===== config.mk =====
export PLATFORM = sky130hd
export DESIGN_NAME = store_merge
export DESIGN_NICKNAME = d
export VERILOG_FILES = /design/src/rtl/store_merge.sv
export SDC_FILE = /design/constraint.sdc
export NUM_CORES = 1
export LEC_CHECK = 0
export CORE_UTILIZATION = 50
export DETAILED_ROUTE_END_ITERATION = 16
export DONT_BUFFER_PORTS = 1
export GPL_ROUTABILITY_DRIVEN = 0
export SYNTH_ARGS = -nofsm -noshare
export SYNTH_HDL_FRONTEND = slang
export SYNTH_SLANG_ARGS = --single-unit

===== constraint.sdc =====
create_clock -name clk -period 3.8 [get_ports clk]
set_clock_uncertainty 0.1 [all_clocks]
set_input_delay 0.38 -clock clk [delete_from_list [all_inputs] [get_ports clk]]
set_output_delay 0.38 -clock clk [all_outputs]
set_load 0.01 [all_outputs]

===== src/rtl/store_merge.sv =====
// Store merge unit: turns byte/half/word stores into aligned word read-modify-write sequences.
// Latency: word store writes one cycle after acceptance; byte/half read, merge, then write (3 cycles).
// Backpressure: req_ready is high only in IDLE; one request in flight. Optional trap: MISALIGN_TRAP_EN.
module store_merge #(
   parameter int ADDR_W = 32
) (
   input  logic              clk,
   input  logic              rst,
   input  logic              req_valid,
   output logic              req_ready,
   input  logic [ADDR_W-1:0] req_addr,
   input  logic [31:0]       req_wdata,
   input  logic [1:0]        req_size,
   output logic [ADDR_W-1:0] mem_addr,
   output logic              mem_rd,
   input  logic [31:0]       mem_rdata,
   output logic              mem_wr,
   output logic [31:0]       mem_wdata,
   output logic              done,
   output logic              misalign
);

   localparam logic [1:0] S_IDLE  = 2'd0;
   localparam logic [1:0] S_RD    = 2'd1;
   localparam logic [1:0] S_MERGE = 2'd2;
   localparam logic [1:0] S_WR    = 2'd3;

   logic [1:0]        state_q,     state_d;
   logic [ADDR_W-1:0] mem_addr_q,  mem_addr_d;
   logic [31:0]       mem_wdata_q, mem_wdata_d;
   logic              mem_rd_q,    mem_rd_d;
   logic              mem_wr_q,    mem_wr_d;
   logic              done_q,      done_d;
   // Only the narrow-store lane, low data half and size are needed after acceptance;
   // word stores forward req_wdata straight into mem_wdata at the accept edge.
   logic [1:0]        lane_q,      lane_d;
   logic [15:0]       wdata_q,     wdata_d;
   logic              half_q,      half_d;

`ifdef MISALIGN_TRAP_EN
   logic              misalign_q,  misalign_d;
   logic              req_trap;

   // Half on an odd byte, or a word not on a word boundary, is trapped instead of stored.
   assign req_trap = ((req_size == 2'b01) && req_addr[0]) ||
                     (req_size[1] && (req_addr[1:0] != 2'b00));
   assign misalign = misalign_q;
`else
   assign misalign = 1'b0;
`endif

   // Replace the addressed byte or halfword of the memory word with the store data.
   function automatic logic [31:0] merge_word(input logic [31:0] old_w,
                                              input logic [15:0] wd,
                                              input logic [1:0]  lane,
                                              input logic        half);
      logic [31:0] res;
      if (half) begin
         res = lane[1] ? {wd, old_w[15:0]} : {old_w[31:16], wd};
      end else begin
         case (lane)
            2'd0:    res = {old_w[31:8], wd[7:0]};
            2'd1:    res = {old_w[31:16], wd[7:0], old_w[7:0]};
            2'd2:    res = {old_w[31:24], wd[7:0], old_w[15:0]};
            default: res = {wd[7:0], old_w[23:0]};
         endcase
      end
      return res;
   endfunction

   // Next-state and next-output computation; strobes default low so they pulse for one cycle.
   always_comb begin
      state_d     = state_q;
      mem_addr_d  = mem_addr_q;
      mem_wdata_d = mem_wdata_q;
      mem_rd_d    = 1'b0;
      mem_wr_d    = 1'b0;
      done_d      = 1'b0;
      lane_d      = lane_q;
      wdata_d     = wdata_q;
      half_d      = half_q;
`ifdef MISALIGN_TRAP_EN
      misalign_d  = 1'b0;
`endif
      case (state_q)
         S_IDLE: begin
            if (req_valid) begin
               mem_addr_d = {req_addr[ADDR_W-1:2], 2'b00};
               lane_d     = req_addr[1:0];
               wdata_d    = req_wdata[15:0];
               half_d     = (req_size == 2'b01);
`ifdef MISALIGN_TRAP_EN
               if (req_trap) begin
                  // Pass through WR without a strobe so req_ready drops for one cycle.
                  state_d    = S_WR;
                  misalign_d = 1'b1;
                  done_d     = 1'b1;
               end else
`endif
               if (req_size[1]) begin
                  state_d     = S_WR;
                  mem_wr_d    = 1'b1;
                  mem_wdata_d = req_wdata;
                  done_d      = 1'b1;
               end else begin
                  state_d  = S_RD;
                  mem_rd_d = 1'b1;
               end
            end
         end
         S_RD: begin
            state_d = S_MERGE;
         end
         S_MERGE: begin
            // mem_rdata is valid this cycle, one cycle after the read strobe.
            mem_wdata_d = merge_word(mem_rdata, wdata_q, lane_q, half_q);
            mem_wr_d    = 1'b1;
            done_d      = 1'b1;
            state_d     = S_WR;
         end
         default: begin
            state_d = S_IDLE;
         end
      endcase
   end

   // State and output registers; reset aborts any request in flight.
   always_ff @(posedge clk) begin
      if (rst) begin
         state_q     <= S_IDLE;
         mem_addr_q  <= '0;
         mem_wdata_q <= '0;
         mem_rd_q    <= 1'b0;
         mem_wr_q    <= 1'b0;
         done_q      <= 1'b0;
         lane_q      <= '0;
         wdata_q     <= '0;
         half_q      <= 1'b0;
`ifdef MISALIGN_TRAP_EN
         misalign_q  <= 1'b0;
`endif
      end else begin
         state_q     <= state_d;
         mem_addr_q  <= mem_addr_d;
         mem_wdata_q <= mem_wdata_d;
         mem_rd_q    <= mem_rd_d;
         mem_wr_q    <= mem_wr_d;
         done_q      <= done_d;
         lane_q      <= lane_d;
         wdata_q     <= wdata_d;
         half_q      <= half_d;
`ifdef MISALIGN_TRAP_EN
         misalign_q  <= misalign_d;
`endif
      end
   end

   assign req_ready = (state_q == S_IDLE);
   assign mem_addr  = mem_addr_q;
   assign mem_wdata = mem_wdata_q;
   assign mem_rd    = mem_rd_q;
   assign mem_wr    = mem_wr_q;
   assign done      = done_q;

endmodule


==> results.ini <==
[sta]
finalCritPeriodShare=0.707
tightest_slew_ps=1210
rsz0062_at_grt=false
setup_viol=0
max_freq_ghz=0.372
fin_crit_ps=2690
slew_viol_final=0
hold_viol_final=0
hold_slack_ps=29.2
slew_headroom=0.195
tns_ps=0

[critical_path]
start_kind=flip-flop
cp.required_ps=3970
cp.arrival_ps=2850
crit_path_max_fanout=47
crit_start=state_q[0]$_SDFFE_PP0P_
end_kind=flip-flop
crit_type=reg -> reg
r2r-start=state_q[0]$_SDFFE_PP0P_

[power_and_ir_drop]
p_leak_nw=1.60
power_density_mw_per_mm2=636
peakVddDrop_uv=266

[yosys]
ys_ff_latch=85
syn_avg_cell_area_um2=8.12
synth_area_mm2=0.00450
syn_inst=554
synth.area.top_cells=dfxtp_1 38%, nand2_1 8.3%, a21oi_1 7.7%
synth_top_area_share=0.378
yosysTopAreaCell=dfxtp_1
yosysWarnings=0
synth_cell_types=41
seq_area_frac_synth=0.378

[min_path]
min_path_type=in -> reg
hold_start=rst

[global_routing]
first_global_vias=3841
grt_max_degree=66
use_met3=0.0773
grt_usage=0.274
top_usage_layer=met2
use_met1=0.346
met2_usage=0.453
antenna_found_initial=0
grt_pass1_wl_um=20800
grt_remaining_overflow=0

[final_layout]
fin_nets=614
design_area_mm2=0.00461
drive_above_1_share=0.0895
diodes=0
nFillCells=864
layout_commonest_cell=nand2_1
multiInputGateArea_mm2=0.00246
final_cell_mix=98 x nand2_1, 85 x dfxtp_1, 69 x a21oi_1
synthToLayoutAreaGrowth_pct=2.34
seqCellArea_mm2=0.00170

[floorplan]
ios=170
initial_core_util=0.516
die_y_um=96.9
core_mm2=0.00872
rows=34
die_area_mm2=0.00938
die_x_um=96.9

[detailed_routing]
wl_per_cell_um=21.4
drt-total-wl_um=13300
vias_per_cell=6.54
drtIter0Drc=192
ant_nets=0
vias=4069
dr.pass1.iters=5
drcViolationCount=0

[clocking]
clock_latency_ps=350
htree_levels=3
post_cts_buffers=0
ctsHoldBuffers=4
cts_sinks=85
clk_path_buf_depth=2
clockRootBuffer=clkbuf_8
numCtsBuffers=9
clk_pin_slew_worst_paths_ps=90
ctsResizeCount=0
cts_tree=done

[status]
status=finished clean

[place]
dpl_cell_area_mm2=0.00435
dpl.hpwl_um=8090
io_buffers=0

[flow_run]
drv_cap=0

-- per-stage QoR --
step	util	instances	worst slack [ps]	power [mW]
floorplan	-	556	2130	2.09
global route	0.528	622	932	3.11
global placement	0.499	603	1240	2.24
detailed placement	0.499	603	1140	2.27
CTS	0.528	622	1120	2.94
finish	0.528	622	1110	2.93
-- cell usage after synthesis (all sizes together) --
cell type and number:
nand2 99, dfxtp 85, a21oi 69, buf 52, nand3 17, nor3 17, a211o 16, a211oi 16
a32oi 16, nand4b 16, nor2 16, o31ai 16, clkbuf 14, nand2b 11, a21o 9, a311oi 9
mux2 9, nor2b 9, a31oi 8, nor4bb 8, or3 8, a221oi 7, a22oi 7, inv 4
ha 3, o21ai 3, a21boi 2, and2 2, a21bo 1, and3 1, and3b 1, clkinv 1
conb 1, nand3b 1
-- metal layers --
metal  wire (um)  up-vias  share of wire
li1            -     1930              -
met1        5500     1939           0.41
met2        6440      178           0.48
met3        1130       22          0.085
met4         219        0          0.016
met5           0        -              0
-- where the power goes --
part / internal (mW) / total, mW / switching [mW]
registers: 1.07 / 1.31 / 0.238
clock network: 0.306 / 0.655 / 0.348
logic: 0.361 / 0.964 / 0.603
total: 1.74 / 2.93 / 1.19
-- sequential cells by signal (all words and copies together) (netlist names) --
| name | cells |
|---|---|
| done | 1 |
| half_q | 1 |
| lane_q | 2 |
| mem_addr | 30 |
| mem_rd | 1 |
| mem_wdata | 32 |
| state_q | 2 |
| wdata_q | 16 |
-- path summary, 6_finish.rpt --
kind,depth (start not counted),to,slack [ps]
setup / recovery,6,mem_wdata[22]$_SDFFE_PP0P_,1110
hold / removal,1,mem_wdata[12]$_SDFFE_PP0P_,30
setup reg to reg,6,mem_wdata[22]$_SDFFE_PP0P_,1110
hold reg to reg,2,wdata_q[9]$_SDFFE_PP0N_,380
-- logic make-up (layout without fill, tap and decap cells) --
family,Yosys count,after routing,share of synthesized area
buf+inv,71,29,0.0795
flops,85,85,0.378
simple gates,206,206,0.229
compound gates,179,179,0.281
fa+ha+maj,3,3,0.00834
other cells,1,3,0.000833
mux,9,9,0.0225
-- worst max-delay path, stage by stage, from the launching register on --
cell	delay, ps
dfxtp_1	330
inv_1	80
ha_1	480
nand2b_2	650
buf_4	440
a211o_1	310
o31ai_1	200
-- area by class of cell --
type | instances | share of cell area
repair buffers | 9 | 0.0206
clock inverters | 6 | 0.0155
well taps | 108 | 0.0293
flip-flops and latches | 85 | 0.369
inverters | 5 | 0.00407
clock buffers | 9 | 0.0269
multi-input cells | 400 | 0.534
No activity file was read; power rests on OpenSTA's default activity.
